--- src/rtl/alu_mul_pkg.sv ---
// rtl/alu_mul_pkg.sv - shared mode encodings, FSM states and iteration count for alu_seq_mul
package alu_mul_pkg;

  localparam logic [1:0] MUL_UNS = 2'b00;
  localparam logic [1:0] MUL_TC  = 2'b01;
  localparam logic [1:0] MUL_SM  = 2'b10;

  typedef enum logic [1:0] {
    IDLE = 2'd0,
    CALC = 2'd1,
    DONE = 2'd2
  } mul_state_e;

  function automatic int iter_count(input int width, input int bpc);
    return width / bpc;
  endfunction

endpackage

--- src/rtl/mul_sign_conv.sv ---
// rtl/mul_sign_conv.sv - operand magnitude/sign extraction and result format restoration
// Saturation of the fixed-point result is built only with ALU_SEQ_MUL_SAT_EN defined.
module mul_sign_conv
  import alu_mul_pkg::*;
#(
  parameter int WIDTH = 16,
  parameter int FRAC  = 12
) (
  input  logic [1:0]         mode,
  input  logic [WIDTH-1:0]   a,
  input  logic [WIDTH-1:0]   b,
  input  logic               sign_in,
  input  logic [2*WIDTH-1:0] acc,
  output logic [WIDTH-1:0]   mag_a,
  output logic [WIDTH-1:0]   mag_b,
  output logic               sign_out,
  output logic [2*WIDTH-1:0] product,
  output logic [WIDTH-1:0]   fixed,
  output logic               overflow
);

  always_comb begin
    mag_a    = a;
    mag_b    = b;
    sign_out = 1'b0;
    case (mode)
      MUL_TC: begin
        mag_a    = a[WIDTH-1] ? -a : a;
        mag_b    = b[WIDTH-1] ? -b : b;
        sign_out = a[WIDTH-1] ^ b[WIDTH-1];
      end
      MUL_SM: begin
        mag_a    = {1'b0, a[WIDTH-2:0]};
        mag_b    = {1'b0, b[WIDTH-2:0]};
        sign_out = a[WIDTH-1] ^ b[WIDTH-1];
      end
      default: ;
    endcase
    // a zero product never carries a sign
    if (mag_a == '0 || mag_b == '0) sign_out = 1'b0;
  end

  always_comb begin
    product  = acc;
    fixed    = acc[FRAC+WIDTH-1:FRAC];
    overflow = 1'b0;
    case (mode)
      MUL_TC: begin
        product = sign_in ? -acc : acc;
        fixed   = product[FRAC+WIDTH-1:FRAC];
      end
      MUL_SM: begin
        product = {sign_in, acc[2*WIDTH-2:0]};
        fixed   = {sign_in, acc[FRAC+WIDTH-2:FRAC]};
      end
      default: ;
    endcase
`ifdef ALU_SEQ_MUL_SAT_EN
    case (mode)
      MUL_TC: begin
        if (product[2*WIDTH-1:FRAC+WIDTH-1] != {(WIDTH-FRAC+1){product[2*WIDTH-1]}}) begin
          overflow = 1'b1;
          fixed    = product[2*WIDTH-1] ? {1'b1, {(WIDTH-1){1'b0}}} : {1'b0, {(WIDTH-1){1'b1}}};
        end
      end
      MUL_SM: begin
        if (acc[2*WIDTH-2:FRAC+WIDTH-1] != '0) begin
          overflow = 1'b1;
          fixed    = {sign_in, {(WIDTH-1){1'b1}}};
        end
      end
      default: begin
        if (acc[2*WIDTH-1:FRAC+WIDTH] != '0) begin
          overflow = 1'b1;
          fixed    = '1;
        end
      end
    endcase
`endif
  end

endmodule

--- src/rtl/alu_seq_mul.sv ---
// rtl/alu_seq_mul.sv - sequential shift-add multiplier with valid/ready handshakes
// Optional fixed-point saturation: define ALU_SEQ_MUL_SAT_EN.
module alu_seq_mul
  import alu_mul_pkg::*;
#(
  parameter int WIDTH = 16,
  parameter int FRAC  = 12,
  parameter int BPC   = 1
) (
  input  logic               clk,
  input  logic               rst,
  input  logic               in_valid,
  output logic               in_ready,
  input  logic [WIDTH-1:0]   a,
  input  logic [WIDTH-1:0]   b,
  input  logic [1:0]         mode,
  output logic               out_valid,
  input  logic               out_ready,
  output logic [2*WIDTH-1:0] product,
  output logic [WIDTH-1:0]   fixed,
  output logic               overflow
);

  localparam int ITER = iter_count(WIDTH, BPC);
  localparam int ITW  = $clog2(ITER + 1);

  mul_state_e         state_q, next_state;
  logic [1:0]         mode_q;
  logic               sign_q;
  logic [2*WIDTH-1:0] a_sh, acc;
  logic [WIDTH-1:0]   b_mag;
  logic [ITW-1:0]     iter_q;
  logic               load, step;

  logic [WIDTH-1:0]   mag_a_w, mag_b_w;
  logic               sign_w, ovf_w;
  logic [2*WIDTH-1:0] unused_product_in;
  logic [WIDTH-1:0]   unused_fixed_in, unused_mag_a_out, unused_mag_b_out;
  logic               unused_ovf_in, unused_sign_out;

  mul_sign_conv #(.WIDTH(WIDTH), .FRAC(FRAC)) u_conv_in (
    .mode(mode), .a(a), .b(b), .sign_in(1'b0), .acc('0),
    .mag_a(mag_a_w), .mag_b(mag_b_w), .sign_out(sign_w),
    .product(unused_product_in), .fixed(unused_fixed_in), .overflow(unused_ovf_in)
  );

  mul_sign_conv #(.WIDTH(WIDTH), .FRAC(FRAC)) u_conv_out (
    .mode(mode_q), .a('0), .b('0), .sign_in(sign_q), .acc(acc),
    .mag_a(unused_mag_a_out), .mag_b(unused_mag_b_out), .sign_out(unused_sign_out),
    .product(product), .fixed(fixed), .overflow(ovf_w)
  );

  assign overflow = ovf_w & (state_q == DONE);

  always_ff @(posedge clk or posedge rst) begin
    if (rst) state_q <= IDLE;
    else     state_q <= next_state;
  end

  always_comb begin
    next_state = state_q;
    in_ready   = 1'b0;
    out_valid  = 1'b0;
    load       = 1'b0;
    step       = 1'b0;
    case (state_q)
      IDLE: begin
        in_ready = 1'b1;
        if (in_valid) begin
          load       = 1'b1;
          next_state = CALC;
        end
      end
      CALC: begin
        step = 1'b1;
        if (iter_q == ITW'(ITER - 1)) next_state = DONE;
      end
      DONE: begin
        out_valid = 1'b1;
        if (out_ready) next_state = IDLE;
      end
      default: next_state = IDLE;
    endcase
  end

  // multiplicand is pre-shifted each step instead of shifting by iter*BPC
  always_ff @(posedge clk or posedge rst) begin
    if (rst) begin
      mode_q <= MUL_UNS;
      sign_q <= 1'b0;
      a_sh   <= '0;
      b_mag  <= '0;
      acc    <= '0;
      iter_q <= '0;
    end else if (load) begin
      mode_q <= mode;
      sign_q <= sign_w;
      a_sh   <= {{WIDTH{1'b0}}, mag_a_w};
      b_mag  <= mag_b_w;
      acc    <= '0;
      iter_q <= '0;
    end else if (step) begin
      acc    <= acc + a_sh * {{(2*WIDTH-BPC){1'b0}}, b_mag[BPC-1:0]};
      a_sh   <= a_sh << BPC;
      b_mag  <= b_mag >> BPC;
      iter_q <= iter_q + ITW'(1);
    end
  end

endmodule

--- config.mk ---
export PLATFORM = sky130hd
export DESIGN_NAME = alu_seq_mul
export DESIGN_NICKNAME = d
export VERILOG_FILES = /design/src/rtl/alu_mul_pkg.sv /design/src/rtl/mul_sign_conv.sv /design/src/rtl/alu_seq_mul.sv
export SDC_FILE = /design/constraint.sdc
export NUM_CORES = 1
export LEC_CHECK = 0
export CORE_AREA = 2 2 121 123
export DETAILED_ROUTE_END_ITERATION = 10
export DIE_AREA = 0 0 123 125
export PLACE_DENSITY = 0.78
export SYNTH_ARGS = -nofsm -noshare
export SYNTH_HDL_FRONTEND = slang
export SYNTH_SLANG_ARGS = --single-unit
--- constraint.sdc ---
create_clock -name clk -period 4.35 [get_ports clk]
set_clock_uncertainty 0.2 [all_clocks]
set_input_delay 0.6525 -clock clk [delete_from_list [all_inputs] [get_ports clk]]
set_output_delay 0.6525 -clock clk [all_outputs]
set_load 0.01 [all_outputs]
# After elaboration in Yosys (flattened, before gate mapping)
# Index checks and enable logic that the tools add are counted.
dict set report classes {
  bitwise 1
  multipliers 1
  addsub 5
  n_reduce_logical 7
  n_mux 26
  eq_ne 10
}
# op count
set ops {}
lappend ops {{2-to-1 mux 32 bit} 5}
lappend ops {{one-hot mux 16 bit (2 select lines)} 3}
lappend ops {{2-to-1 mux 16 bit} 4}
lappend ops {{one-hot mux 32 bit (2 select lines)} 1}
lappend ops {{adder 32 bit} 1}
lappend ops {{logical NOT 16 bit} 2}
lappend ops {{multiplier 32 x 1 -> 32 bit} 1}
lappend ops {{negator 16 bit} 2}
lappend ops {{negator 32 bit} 1}
lappend ops {{2-to-1 mux 5 bit} 2}
lappend ops {{2-to-1 mux 1 bit} 7}
lappend ops {{equality test 2 x 1 -> 1 bit, second input constant} 3}
lappend ops {{equality test 2 bit, second input constant} 3}
lappend ops {{2-to-1 mux 2 bit} 3}
lappend ops {{inequality test 2 bit, second input constant} 3}
lappend ops {{one-hot mux 2 bit (3 select lines)} 1}
lappend ops {{adder 5 x 1 -> 5 bit, second input constant} 1}
lappend ops {{equality test 5 x 4 -> 1 bit, second input constant} 1}
lappend ops {{AND reduction 3 bit} 1}
lappend ops {{logical NOT 2 bit} 1}
lappend ops {{nonzero test 2 bit} 1}
lappend ops {{OR reduction 2 bit} 1}
lappend ops {{logical OR 1 bit} 1}
lappend ops {{XOR 1 bit} 1}
dict set report totals {
  output_inout_bits 51
  regBits 90
  elab_cells 57
}

# Logic depth before layout (Yosys ltp)
# Gate-level depths: netlist (run 1).
dict set report logic_depth {
  ltp_word 6
  depth_mapped 13
  ltp_nobuf 12
}

# Modules after synthesis
# From an unflattened synthesis (run 1), not the netlist that was laid out.
dict set report unflattened {
  hier_cells 1468
  area_unflattened_um2 10164.7
}
# mod seq_area_each_um2 area_each_um2 n_inst cells_per_inst
set by_module_without_submodules {}
lappend by_module_without_submodules {alu_seq_mul 2252.2 5403.9 1 633}
lappend by_module_without_submodules {{mul_sign_conv at u_conv_out} 0.0 2421.1 1 424}
lappend by_module_without_submodules {{mul_sign_conv at u_conv_in} 0.0 2339.7 1 411}

# Worst setup path after synthesis (run 1)
# OpenSTA, ideal clock, no wires.
dict set report synth_timing {
  kind {register -> output}
  from {reg acc[7]}
  to {out product[19]}
  required_time_ns 3.497
  stages_incl_launch_ff 11
  setup_slack_ns 0.812
  path_buffers 1
  arrival_time_ns 2.685
  cell_sequence {dfrtp_1 > or2_1 > or4_4 > nor2_4 > nand2_1 > or3_1 > or3_1 > o31a_1 > o21ai_1 > a22o_1 > buf_4}
}
dict set report synth_between {
  elab_chain_len 3
}
# item line_no
set synth_rtl {}
lappend synth_rtl {{from (decl)} alu_seq_mul.sv:30} ;# logic [2*WIDTH-1:0] a_sh, acc;
lappend synth_rtl {{from (signal assigned)} alu_seq_mul.sv:103} ;# acc <= acc + a_sh * {{(2*WIDTH-BPC){1'b0}}, b_mag[BPC-1:0]};
lappend synth_rtl {{negator 32 bit} mul_sign_conv.sv:49} ;# product = sign_in ? -acc : acc;
lappend synth_rtl {{2-to-1 mux 32 bit} mul_sign_conv.sv:49}
lappend synth_rtl {{one-hot mux 32 bit (2 select lines)} mul_sign_conv.sv:47} ;# case (mode)
lappend synth_rtl {{to (decl)} alu_seq_mul.sv:19} ;# output logic [2*WIDTH-1:0] product,
# No other way between the ends.

# Worst setup path after layout (run 1)
dict set report layout_timing {
  from {reg acc[7]}
  to {out product[28]}
}
# Same word-level chain as after synthesis.

==> results.py, run 1 <==
metrics = {
    "clock_tree": {
        "clk_pin_slew_worst_paths_ns": 0.07,
        "hold_buffers": 0,
        "cts_tree": "yes",
        "numCtsBuffers": 9,
        "clock_tree.root_cell": "clkbuf_16",
        "clock-sinks": 90,
        "insertion_delay_ns": 0.35,
        "clockBufferDepth": 2,
        "htreeDepth": 3,
    },
    "route": {
        "via_per_inst": 6.04,
        "drc": 0,
        "drt-total-wl_microns": 19700,
        "dr.pass1.iters": 7,
        "ant_nets": 0,
        "vias": 7414,
        "post_drt_wl_per_cell_microns": 16.1,
        "drtIter0Drc": 530,
    },
    "final_layout": {
        "multi_input_area_sq_um": 4820,
        "utilization_pct": 62.0,
        "antennaDiodeCount": 0,
        "drive_gt1_share_pct": 6.23,
        "stdcell_count": 1228,
        "area_growth_pct": 15.8,
        "finalNetCount": 1120,
        "design_area_sq_um": 8800,
        "nFillCells": 1279,
        "final-seq-area_sq_um": 2250,
    },
    "floorplan": {
        "rows": 44,
        "num_io_pins": 89,
        "die_height_microns": 125,
        "core-area_sq_um": 14200,
        "die_area_sq_um": 15400,
        "start_util_pct": 53.5,
        "die_w_microns": 123,
    },
    "timing": {
        "finalSetupTns_ns": 0,
        "whs_ns": 0.295,
        "grt_setup_unrepaired": "false",
        "slew_viol_final": 0,
        "final_hold_viol_count": 0,
        "post-route-min-period_ns": 4.21,
        "fmax_mhz": 238,
        "timing.slew.headroom_pct": 46.2,
        "final.period_utilization_pct": 96.8,
        "worst_pin_slew_ns": 0.806,
        "setup_violations": 0,
    },
    "outcome": {
        "outcome": "finished, final reports clean",
    },
    "critical_path": {
        "cp-start-kind": "flip-flop",
        "crit_arrival_ns": 3.36,
        "critical_path_class": "flip-flop to output pin",
        "crit_path_end_kind": "output pin",
        "cp.required_ns": 3.50,
        "critPathMaxFanout": 5,
    },
    "yosys": {
        "syn_inst": 997,
        "synth_top_area_share_pct": 29.6,
        "yosysSeqAreaShare_pct": 29.6,
        "ys_ff_latch": 90,
        "synth_area_leaders": "dfrtp_1, o21ai_0, ha_1",
        "synth_enable_flop_cells": 0,
        "ys_async_sr_fraction_pct": 100,
        "ys_warn_count": 0,
        "syn_avg_cell_area_sq_um": 7.62,
        "synthesis.area_sq_um": 7600,
        "yosysTopAreaCell": "dfrtp_1",
        "yosysUniqueCellTypes": 73,
        "synthFlopType": "dfrtp_1",
        "synth_fp_nets": 1078,
    },
    "pwr": {
        "cellLeakagePower_nw": 3.74,
        "powerDensity_nw_per_um2": 719,
        "ir_drop_mv": 0.288,
    },
    "global_route": {
        "grt_max_degree": 62,
        "grt_pass1_vias": 6767,
        "grt_pass1_wl_microns": 33000,
        "grt_antenna_before_repair": 0,
        "grt_remaining_overflow": 0,
        "grt.total_usage_pct": 26.2,
    },
    "place": {
        "placed_cells": 1210,
        "placed_cell_area_sq_um": 8410,
        "place_congestion": 0.935,
        "place_hpwl_microns": 14400,
        "port_buffers": 87,
    },
    "hold_path": {
        "hold_class": "flip-flop to flip-flop",
    },
    "flow_run": {
        "cap_violations": 0,
    },
}
## final cells by class
cell class                      count  area share (%)
Clock buffer                       12            2.91
Clock inverter                      4           0.839
Inverter                           41            1.76
Multi-Input combinational cell    792            54.8
Sequential cell                    90            25.6
Tap cell                          184            2.62
Timing Repair Buffer              105            11.5
## registers in the layout, indices dropped and copies added, names as in the netlist
signal / cells
state_q: 2
b_mag: 16
acc: 32
iter_q: 5
mode_q: 2
a_sh: 32
sign_q: 1
## report_power, final
| part | total [mW] | switching, mW | internal (mW) |
|---|---|---|---|
| registers | 1.60 | 0.390 | 1.21 |
| logic | 3.86 | 2.14 | 1.72 |
| clock network | 0.868 | 0.333 | 0.535 |
## through the flow
step | total power, mW | setup WS, ns
floorplan | 4.14 | 0.812
global placement | 5.29 | 0.342
detailed placement | 5.38 | 0.275
CTS | 6.28 | 0.0596
global route | 6.86 | 0.0345
finish | 6.33 | 0.141
## critical path, cell delays in order, from the launching register on
cell             delay (ns)
dfrtp_1                0.38
or2_1                  0.26
or4_4                  0.45
nor2_1                 0.15
nand2_1                0.11
nand2b_2               0.25
or3_1                  0.42
o21ai_1                0.18
a21oi_1                0.09
o22ai_1                0.17
clkdlybuf4s50_1        0.55
## cell usage after synthesis, types with 28 or more instances
cell type,n
o21ai_0,140
nand2_1,137
dfrtp_1,90
a21oi_1,71
nor2_1,60
clkbuf_1,46
ha_1,42
inv_1,40
nand3_1,34
and2_1,33
a22oi_1,28
## kinds of logic after synthesis
logic type	synth area share, %
XOR/XNOR	3.23
multiplexers	0.691
other	0.0493
adder cells (fa/ha/maj)	7.18
buffers and inverters	7.69
AND/OR/NAND/NOR	23.1
AO/OA/AOI/OAI	28.4
flip-flops	29.6
## layout by cell type, fill, tap and decap left out, drive strengths merged, types with 5 or more instances in the layout
cell type / netlist / routed
clkbuf: 53 / 12
and2: 33 / 33
ha: 42 / 42
or4: 5 / 5
o21ai: 145 / 145
or3: 17 / 17
nand3: 34 / 34
nor2b: 5 / 5
xnor2: 14 / 14
o21bai: 5 / 5
nor2: 61 / 61
a22o: 10 / 10
xor2: 14 / 14
nor4: 6 / 6
nand2b: 9 / 9
a31oi: 17 / 17
a21o: 17 / 17
a22oi: 28 / 28
or2: 8 / 8
dfrtp: 90 / 90
nand2: 138 / 138
nand4: 7 / 7
inv: 40 / 39
nor3: 17 / 17
buf: 21 / 18
clkdlybuf4s50: 0 / 80
o22ai: 10 / 10
a21oi: 71 / 71
o31ai: 12 / 12
and3: 7 / 7
o41ai: 5 / 5
## worst paths after layout
kind,start,endpoint,slack (ns),cells after the start
max,acc[7]$_DFFE_PP0P_,product[28],0.14,10
min,iter_q[3]$_DFFE_PP0P_,iter_q[3]$_DFFE_PP0P_,0.29,1
max reg2reg,b_mag[0]$_DFFE_PP0P_,acc[30]$_DFFE_PP0P_,0.67,12
min reg2reg,iter_q[3]$_DFFE_PP0P_,iter_q[3]$_DFFE_PP0P_,0.29,1
max in group asynchronous,rst,acc[19]$_DFFE_PP0P_,2.57,3
min in group asynchronous,rst,iter_q[3]$_DFFE_PP0P_,0.56,2
## layer usage
| metal | vias up | part of all wire (%) | global-route usage, % |
|---|---|---|---|
| met2 | 284 | 44 | 40.8 |
| met1 | 3430 | 48 | 38.7 |
| met5 | - | 0 | 0 |
| met3 | 27 | 5.9 | 2.01 |
| met4 | 0 | 1.7 | 8.29 |
| li1 | 3673 | - | - |
## repair_timing
| action | 4_1_cts | 5_1_grt |
|---|---|---|
| buffers inserted | 2 | 0 |
| gates cloned | 0 | 0 |
| gates resized for setup | 5 | 10 |
| endpoints found under the setup margin | 4 | 6 |
Power figures use the tool's default switching activity.
==> run 2: changes to the inputs <==
- SKIP_LAST_GASP: default -> 1
==> run 2 against run 1 <==
  * Sequential power about the same
  * Setup slack worse by 0.087 ns
  * Hold slack about the same
  * Core utilization shrank 0.070 points
  * Non-clock buffer count unchanged
  * Largest power group unchanged
  * Maximum frequency fell by 2.0%
==> results.py, run 2 (synthesis gave the netlist of run 1 again) <==
metrics = {
    "timing": {
        "final_hold_viol_count": 0,
        "slew_viol_final": 0,
        "whs_ns": 0.295,
        "setup_violations": 0,
        "timing.slew.headroom_pct": 46.2,
        "setup_slack_ns": 0.0536,
        "grt_setup_unrepaired": "true",
        "post-route-min-period_ns": 4.30,
        "finalSetupTns_ns": 0,
        "fmax_mhz": 233,
        "worst_pin_slew_ns": 0.806,
        "final.period_utilization_pct": 98.8,
    },
    "final_layout": {
        "stdcell_count": 1228,
        "area_growth_pct": 15.7,
        "finalNetCount": 1120,
        "utilization_pct": 61.9,
        "drive_gt1_share_pct": 6.13,
        "multi_input_area_sq_um": 4820,
        "final-seq-area_sq_um": 2250,
        "most-common-layout-cells": "o21ai_0, nand2_1, dfrtp_1",
        "largestRegisters": "a_sh: 32 flops, acc: 32 flops, b_mag: 16 flops",
        "antennaDiodeCount": 0,
        "mostFrequentLayoutCell": "o21ai_0",
        "design_area_sq_um": 8790,
        "nFillCells": 1281,
    },
    "clock_tree": {
        "clock-sinks": 90,
        "htreeDepth": 3,
        "insertion_delay_ns": 0.35,
        "hold_buffers": 0,
        "clock_tree.root_cell": "clkbuf_16",
        "clk_pin_slew_worst_paths_ns": 0.07,
        "clockBufferDepth": 2,
        "cts_tree": "yes",
        "numCtsBuffers": 9,
    },
    "global_route": {
        "grt.total_usage_pct": 26.2,
        "grt_max_degree": 62,
        "grt_remaining_overflow": 0,
        "grt_antenna_before_repair": 0,
        "grt_pass1_vias": 6767,
        "grt_pass1_wl_microns": 33000,
    },
    "pwr": {
        "cellLeakagePower_nw": 3.72,
        "powerDensity_nw_per_um2": 720,
        "power_mw": 6.33,
        "ir_drop_mv": 0.288,
    },
    "route": {
        "ant_nets": 0,
        "drt-total-wl_microns": 19700,
        "drc": 0,
        "via_per_inst": 6.04,
        "dr.pass1.iters": 7,
        "drtIter0Drc": 548,
        "vias": 7416,
        "post_drt_wl_per_cell_microns": 16.1,
    },
    "place": {
        "post-place-ws_ns": 0.275,
        "place_congestion": 0.935,
        "port_buffers": 87,
        "place_hpwl_microns": 14400,
        "placed_cell_area_sq_um": 8410,
        "placed_cells": 1210,
    },
    "floorplan": {
        "die_w_microns": 123,
        "rows": 44,
        "start_util_pct": 53.5,
        "die_area_sq_um": 15400,
        "num_io_pins": 89,
        "core-area_sq_um": 14200,
        "die_height_microns": 125,
    },
    "critical_path": {
        "path_cells": "or2_1 > or4_4 > nor2_1 > nand2_1 > nand2b_2 > or3_1 > o41ai_4 > a21oi_1 > o22ai_1 > clkdlybuf4s50_1",
        "slowest_delay_ns": 0.56,
        "critPathTopFamily": "simple AND/OR/NAND/NOR gates",
        "crit_path_end_kind": "output pin",
        "critPathMaxFanout": 5,
        "critPathBufInv": 1,
        "r2r-start": "b_mag[0]$_DFFE_PP0P_",
        "crit_arrival_ns": 3.44,
        "cp-startpoint": "acc[7]$_DFFE_PP0P_",
        "slowest_stage": "clkdlybuf4s50_1",
        "critical_path_class": "flip-flop to output pin",
        "cp-start-kind": "flip-flop",
        "cp.required_ns": 3.50,
    },
    "hold_path": {
        "hold_class": "flip-flop to flip-flop",
        "worstHoldStart": "iter_q[3]$_DFFE_PP0P_",
    },
    "outcome": {
        "outcome": "finished, final reports clean",
    },
    "flow_run": {
        "cap_violations": 0,
    },
}
==> run 2: layout make-up <==
class | count | share of cell area (%)
clock buffers | 12 | 2.92
repair buffers | 105 | 11.5
inverters | 41 | 1.76
clock inverters | 4 | 0.840
well taps | 184 | 2.62
multi-input cells | 792 | 54.8
flip-flops and latches | 90 | 25.6
==> run 2: per-layer routing <==
metal  part of all wire, %  wire, microns  up-vias  global-route usage, %
li1                      -              -     3673                      -
met1                    48           9450     3439                   38.7
met2                    44           8760      277                   40.8
met3                   6.0           1180       27                   2.01
met4                   1.7            339        0                   8.29
met5                     0              0        -                      0
==> run 2: path summary, 6_finish.rpt <==
kind,end,slack (ns),depth (start not counted)
min in group asynchronous,iter_q[3]$_DFFE_PP0P_,0.56,2
max in group asynchronous,acc[19]$_DFFE_PP0P_,2.57,3
min reg2reg,iter_q[3]$_DFFE_PP0P_,0.29,1
min,iter_q[3]$_DFFE_PP0P_,0.29,1
max reg2reg,acc[30]$_DFFE_PP0P_,0.67,12
max,product[30],0.05,10
==> run 2: repair_timing <==
item	4_1_cts	5_1_grt
gates resized for setup	5	6
endpoints found under the setup margin	4	6
setup buffers	2	0
==> run 2: power breakdown <==
group	internal (mW)	switching [mW]	leakage, nW
sequential	1.21	0.389	1.14
combinational	1.73	2.14	2.42
clock	0.535	0.334	0.163
